==> config.mk <==
export PLATFORM = sky130hd
export DESIGN_NAME = c_frag_array_reg
export DESIGN_NICKNAME = d
export VERILOG_FILES = /design/src/rtl/c_frag_array_reg.sv
export SDC_FILE = /design/constraint.sdc
export NUM_CORES = 1
export LEC_CHECK = 0
export CAP_MARGIN = 20
export CELL_PAD_IN_SITES_DETAIL_PLACEMENT = 0
export CELL_PAD_IN_SITES_GLOBAL_PLACEMENT = 1
export CORE_MARGIN = 5
export CORE_UTILIZATION = 17
export DETAILED_ROUTE_END_ITERATION = 16
export GPL_ROUTABILITY_DRIVEN = 0
export GPL_TIMING_DRIVEN = 0
export PLACE_DENSITY_LB_ADDON = 0.1
export SYNTH_ARGS = -nofsm -noshare
export SYNTH_HDL_FRONTEND = slang
export SYNTH_SLANG_ARGS = --single-unit
==> constraint.sdc <==
create_clock -name QCK -period 1.35 [get_ports QCK]
set_input_delay 0.27 -clock QCK [delete_from_list [all_inputs] [get_ports QCK]]
set_output_delay 0.27 -clock QCK [all_outputs]
set_load 0.01 [all_outputs]
==> src/rtl/c_frag_array_reg.sv <==
// c_frag_array_reg: an array of LANES top/bottom 4:1 mux fragment pairs.
// Each lane feeds a controlled stage-1 flop that supports clock enable,
// synchronous set/reset, direct-data bypass and a serial shift chain.
// An optional plain pipeline of 0-2 extra stages follows stage 1 and drives QZ.
module c_frag_array_reg #(
    parameter int               LANES   = 4,
    parameter int               PIPE    = 1,
    parameter logic [LANES-1:0] RST_VAL = {LANES{1'b0}}
) (
    input  logic             QCK,
    input  logic             QRT,
    input  logic             QST,
    input  logic             QEN,
    input  logic             QDS,
    input  logic             SHIFT,
    input  logic             SI,
    input  logic [LANES-1:0] QDI,
    input  logic [LANES-1:0] TBS,
    input  logic [LANES-1:0] TAB,
    input  logic [LANES-1:0] TSL,
    input  logic [LANES-1:0] TA1,
    input  logic [LANES-1:0] TA2,
    input  logic [LANES-1:0] TB1,
    input  logic [LANES-1:0] TB2,
    input  logic [LANES-1:0] BAB,
    input  logic [LANES-1:0] BSL,
    input  logic [LANES-1:0] BA1,
    input  logic [LANES-1:0] BA2,
    input  logic [LANES-1:0] BB1,
    input  logic [LANES-1:0] BB2,
    output logic [LANES-1:0] TZ,
    output logic [LANES-1:0] CZ,
    output logic [LANES-1:0] QZ,
    output logic             SO
);

    // Out-of-range parameters stop elaboration rather than building a broken array.
    if (LANES < 1 || LANES > 32) begin : g_bad_lanes
        $error("c_frag_array_reg: LANES must be in 1..32");
    end
    if (PIPE < 1 || PIPE > 3) begin : g_bad_pipe
        $error("c_frag_array_reg: PIPE must be in 1..3");
    end

    logic [LANES-1:0] bz;
    logic [LANES-1:0] s1;
    logic [LANES-1:0] shift_next;

    // Bitwise mux forms keep every lane independent and carry no reset dependence.
    assign TZ = (TAB & ((TSL & TB2) | (~TSL & TB1))) |
                (~TAB & ((TSL & TA2) | (~TSL & TA1)));
    assign bz = (BAB & ((BSL & BB2) | (~BSL & BB1))) |
                (~BAB & ((BSL & BA2) | (~BSL & BA1)));
    assign CZ = (TBS & TZ) | (~TBS & bz);

    // Shift-chain next value: SI enters lane 0 and each lane takes its lower neighbour.
    // Written as a loop so LANES=1 collapses cleanly to just SI.
    always_comb begin
        shift_next    = '0;
        shift_next[0] = SI;
        for (int i = 1; i < LANES; i++) begin
            shift_next[i] = s1[i-1];
        end
    end

    // Stage-1 flop: reset beats set, both ignore the enable; shift beats data select.
    always_ff @(posedge QCK) begin
        if (QRT) begin
            s1 <= RST_VAL;
        end else if (QST) begin
            s1 <= '1;
        end else if (QEN) begin
            if (SHIFT) begin
                s1 <= shift_next;
            end else if (QDS) begin
                s1 <= QDI;
            end else begin
                s1 <= CZ;
            end
        end
    end

    assign SO = s1[LANES-1];

    if (PIPE == 1) begin : g_no_pipe
        assign QZ = s1;
    end else begin : g_pipe
        logic [LANES-1:0] stage [PIPE-1];

        // Plain forward pipeline behind stage 1; only reset can disturb it.
        always_ff @(posedge QCK) begin
            if (QRT) begin
                for (int k = 0; k < PIPE-1; k++) begin
                    stage[k] <= RST_VAL;
                end
            end else begin
                stage[0] <= s1;
                for (int k = 1; k < PIPE-1; k++) begin
                    stage[k] <= stage[k-1];
                end
            end
        end

        assign QZ = stage[PIPE-2];
    end

endmodule
Word level (Yosys, flattened, before mapping)
Cells that the tools add are included.
Widths: inputs -> output; s select.
Word-level totals
  memories kept: 0
  memory bits (writable): 0
  memory bits (read-only): 0
  input port bits: 63
  output and inout port bits: 13
  flip-flop bits (word level): 4
  word-level logic and storage cells: 32
  bits in latches: 0
Cells by class
  $mul: 0
  add/subtract/negate cells: 0
  multiplexer cells: 4
  shift-type cells: 0
  bitwise operators: 26
  div/mod/pow operators: 0
  reductions and logical operators: 1
  order comparisons: 0
  eq/ne operators: 0
Operators with widths (count)
  $and 4x4->4: 14
  $or 4x4->4: 7
  $not 4->4: 5
  $mux 4: 4
  $reduce_bool 2->1: 1

Depth between registers and ports, before layout
  depth in word-level cells: 11
  mapped depth: 5
  gate-level depth less buffers: 4

Worst setup path before layout
No wires, ideal clock.
  path type: input -> output
  start: input port TSL[0]
  end: output port CZ[0]
  data required time: 1.080 ns
  path buffers: 0
  cell stages on the path: 3
  data arrival time: 1.015 ns
  slack: 0.065 ns
  path through: mux4_2 nor2_2 a311oi_2
On the way
  longest elaborated chain between the ends: 7
  elaborated cells on any way between the ends: 12
  those cells by class: bitwise: 12
Ends and longest elaborated chain
  start, declared: RTL line 20  | input logic [LANES-1:0] TSL,
  $not 4->4: RTL line 50, 51
  $and 4x4->4, on equally long branches: RTL line 50, 51
  $or 4x4->4, on equally long branches: RTL line 50, 51
  $and 4x4->4, on equally long branches: RTL line 50, 51
  $or 4x4->4 *: RTL line 50  | assign TZ = (TAB & ((TSL & TB2) | (~TSL & TB1))) |
  $and 4x4->4 *: RTL line 54  | assign CZ = (TBS & TZ) | (~TBS & bz);
  $or 4x4->4 *: RTL line 54
  end, declared: RTL line 32  | output logic [LANES-1:0] CZ,
Mark *: on every way between the ends. The rest lies on a longest branch, timed or not.

Final worst setup path
  start: input port TSL[3]
  end: output port CZ[3]
Same word-level chain as after synthesis.

==> tab_implementation.tex <==
\begin{tabular}{lr}
\hline
Metric & Value \\
\hline
\multicolumn{2}{l}{\textbf{STA}} \\
\quad Slew headroom & 80.9\% \\
\quad Max Clock Skew & slightly below 0.002 ns \\
\quad Max frequency & between 600 and 700 MHz \\
\quad Total negative setup slack & -0.378 ns \\
\quad Min Tclk post-route & between 1 and 1.5 ns \\
\quad Finish-stage setup viols & 4 \\
\quad Setup repair after global routing missed its margin & yes \\
\quad Fraction of the cycle the final worst path needs & 108\% \\
\quad Worst Tran Pin Value & 0.286 ns \\
\quad Final Worst Setup Slack & -0.103 ns \\
\quad Final number of max-transition violations & 0 \\
\quad Final number of hold-violating endpoints & 0 \\
\multicolumn{2}{l}{\textbf{Global route}} \\
\quad Wire length of the first global-routing pass & 4070 um \\
\quad Maximum number of pins on one net before global-route repair & 11 \\
\quad Leftover overflow at the end of global routing & 0 \\
\quad Vias in the first global route & 881 \\
\quad Global-route total usage across every layer & 10.1\% \\
\quad Initial antenna violation count & 0 \\
\multicolumn{2}{l}{\textbf{Run}} \\
\quad Number of violations of the max-capacitance limit & 0 \\
\multicolumn{2}{l}{\textbf{Finish}} \\
\quad Most common library cell in the layout ignoring fill and taps & sky130\_fd\_sc\_hd\_\_dlygate4sd2\_1 \\
\quad End-of-flow core utilization & between 30 and 40\% \\
\quad Seq. cell area & 80.1 um\^{}2 \\
\quad Area of the multi-input gates & $\sim$530 um\^{}2 \\
\quad Diodes inserted & 0 \\
\quad Max FFs per register & 4 \\
\quad Area grow syn2layout & 129\% \\
\quad Layout cells sized above 1 & 48.6\% \\
\quad Number of nets in the final layout & 207 \\
\quad Top library cells by usage in the layout, fill and taps aside & 27 x sky130\_fd\_sc\_hd\_\_dlygate4sd2\_1, 23 x sky130\_fd\_sc\_hd\_\_buf\_2, 7 x sky130\_fd\_sc\_hd\_\_clkdlybuf4s15\_1, 7 x sky130\_fd\_sc\_hd\_\_buf\_6, 6 x sky130\_fd\_sc\_hd\_\_buf\_4 \\
\quad Filler Cell Count & 379 \\
\multicolumn{2}{l}{\textbf{Clocking}} \\
\quad Sinks on the clock net & 4 \\
\quad H-Tree Depth & 1 \\
\quad Cts bufs inserted & 3 \\
\quad Later-pin clock latency in the skew report & 0.22 ns \\
\quad TritonCTS clock tree & done \\
\quad Root buffer cell & sky130\_fd\_sc\_hd\_\_clkbuf\_8 \\
\quad Cts hold-fix bufs & 0 \\
\quad CTS clk-pin slew, worst paths & about 0.030 ns \\
\quad Largest buffer count on any clock path & 2 \\
\multicolumn{2}{l}{\textbf{Yosys}} \\
\quad Largest cells by area after synthesis & sky130\_fd\_sc\_hd\_\_mux4\_2 14\%, sky130\_fd\_sc\_hd\_\_dfxtp\_1 13\%, sky130\_fd\_sc\_hd\_\_a311oi\_2 9.6\% \\
\quad Part of the Yosys area used for sequential elements & 12.8\% \\
\quad Gate Count Post-Synth & approximately 60 \\
\quad Post-synthesis sequential element count & 4 \\
\quad Post-synthesis cell type with the largest combined area & sky130\_fd\_sc\_hd\_\_mux4\_2 \\
\quad Number of nets in the synthesized netlist & 124 \\
\quad Yosys Warn Count & 0 \\
\quad Share of Yosys cell area claimed by the top area cell type & around 14\% \\
\quad Count of distinct cell types in the synthesized netlist & 22 \\
\quad Synth Cell Area & approximately 630 um\^{}2 \\
\quad Avg Inst Size Synth & between 10 and 15 um\^{}2 \\
\multicolumn{2}{l}{\textbf{Worst setup path}} \\
\quad CP Capture Point & CZ[3] \\
\quad Reg2reg path depth & 3 \\
\quad CP max FO & 2 \\
\quad Type of element launching the critical path & input port \\
\quad Endpoint kind of the worst setup timing path & output pin \\
\quad Reg2Reg Launch Point & QZ[0]\$\_SDFFE\_PP0P\_ \\
\quad Data required time at the worst endpoint & between 1 and 1.5 ns \\
\quad Data arrival time at the worst-slack endpoint & 1.18 ns \\
\quad Worst reg2reg endpoint & QZ[0]\$\_SDFFE\_PP0P\_ \\
\quad Register-to-register setup slack & approximately 0.42 ns \\
\quad Start-to-end type of the worst setup path & in -> out \\
\quad Launch point of the worst path & TSL[3] \\
\multicolumn{2}{l}{\textbf{Placement}} \\
\quad Buffers on Ports & 73 \\
\quad Worst slack, placed & -0.897 ns \\
\quad Detailed placer's ending HPWL & about 2200 um \\
\multicolumn{2}{l}{\textbf{Power}} \\
\quad Total power & roughly 0.81 mW \\
\quad Power density normalized to cell area & 564 mW/mm\^{}2 \\
\quad Peak ir drop on the vdd network & 0.332 mV \\
\quad Static leakage & approximately 0.67 nW \\
\multicolumn{2}{l}{\textbf{Detailed routing}} \\
\quad Drt total wl & 2530 um \\
\quad Via density per instance & between 4 and 5 \\
\quad TritonRoute pass-1 iters & 4 \\
\quad Detail-routed net length per standard cell & approximately 13 um \\
\quad Drt initial violations & 30 \\
\quad Number of nets still failing antenna checks after routing & 0 \\
\quad Vias post-DR & 855 \\
\quad DRC violations left & 0 \\
\multicolumn{2}{l}{\textbf{Floorplanning}} \\
\quad Number of primary I/O pins & 76 \\
\quad Row Count & 22 \\
\quad Die outline area & 0.00499 mm\^{}2 \\
\quad Die Y & 70.7 um \\
\quad Core Region & 0.00361 mm\^{}2 \\
\quad Starting density of the core & 17.3\% \\
\quad Die boundary width & a little over 70 um \\
\multicolumn{2}{l}{\textbf{Outcome}} \\
\quad Status & complete, but fails checks \\
\quad Violated checks & negative setup slack \\
\multicolumn{2}{l}{\textbf{Worst hold path}} \\
\quad Worst min-delay path class & in -> reg \\
\quad Hold path depth & 3 \\
\hline
\end{tabular}
## through the flow
stage                     area (um^2)  std cells  hold WS, ns
after floorplan                   626         61        0.508
after global placement           1420        182        0.675
after detailed placement         1420        182        0.680
after CTS                        1430        193        0.457
after global routing             1430        190        0.477
final                            1430        190        0.457
## layout make-up
class / instances / share of cell area [%]
multi-input combinational: 50 / 37.2
inverter: 4 / 4.02
clock buffer: 3 / 2.88
tap: 48 / 4.20
sequential: 4 / 5.59
timing repair buffer: 78 / 44.0
buffer: 3 / 2.19
## worst min-delay path by stage
stage,startpoint,endpoint,slack [ns]
after global placement,SHIFT,QZ[1]$_SDFFE_PP0P_,0.67
final,SHIFT,QZ[2]$_SDFFE_PP0P_,0.46
after CTS,SHIFT,QZ[2]$_SDFFE_PP0P_,0.46
after global routing,SHIFT,QZ[3]$_SDFFE_PP0P_,0.48
after floorplan,QDS,QZ[0]$_SDFFE_PP0P_,0.51
after detailed placement,SHIFT,QZ[2]$_SDFFE_PP0P_,0.68
## critical path, stage by stage
cell and delay, ns:
sky130_fd_sc_hd__buf_6 0.07, sky130_fd_sc_hd__mux4_2 0.51, sky130_fd_sc_hd__nor2_2 0.13, sky130_fd_sc_hd__a311oi_2 0.05, sky130_fd_sc_hd__buf_2 0.16
## per-layer routing
layer | vias up | routed length (um) | global-route usage, %
met3 | 0 | 235 | 4.97
met4 | 0 | 0 | 1.88
met5 | - | 0 | 0
met1 | 399 | 940 | 11.2
met2 | 42 | 1360 | 17.7
li1 | 414 | - | -
## logic make-up (layout without fill, tap and decap cells)
kind of cell           Yosys count  count (layout)  share of synthesized area [%]
flip-flops                       4               4                           12.8
AND/OR/NAND/NOR                 22              22                           21.4
multiplexers                     8               8                           20.8
buffers and inverters            7              88                           14.0
AO/OA/AOI/OAI                   20              20                           31.0
## what timing repair did
action                                  4_1_cts  5_1_grt
gates resized for setup                     161       10
gates cloned                                  0        0
endpoints found under the setup margin       17        9
pin swaps                                    12        3
setup buffers                                11        1
## synthesized netlist by cell type, drive strengths merged
cell type      count
nor4               4
clkdlybuf4s25      1
clkbuf             1
nor3               4
mux4               4
mux2i              4
nand3b             1
nand2b             1
a311oi             4
nand2              3
buf                1
nor2b              2
nor2               4
a21oi              4
dfxtp              4
and2b              3
a2111oi            4
a211oi             4
clkinv             1
a21o               4
bufinv             3
## report_power, final
group	leakage [nW]	internal (mW)	switching [mW]
registers	0.0337	0.132	0.00948
clock network	0.0216	0.190	0.0611
logic	0.612	0.257	0.159
No activity file was read; power rests on OpenSTA's default activity.
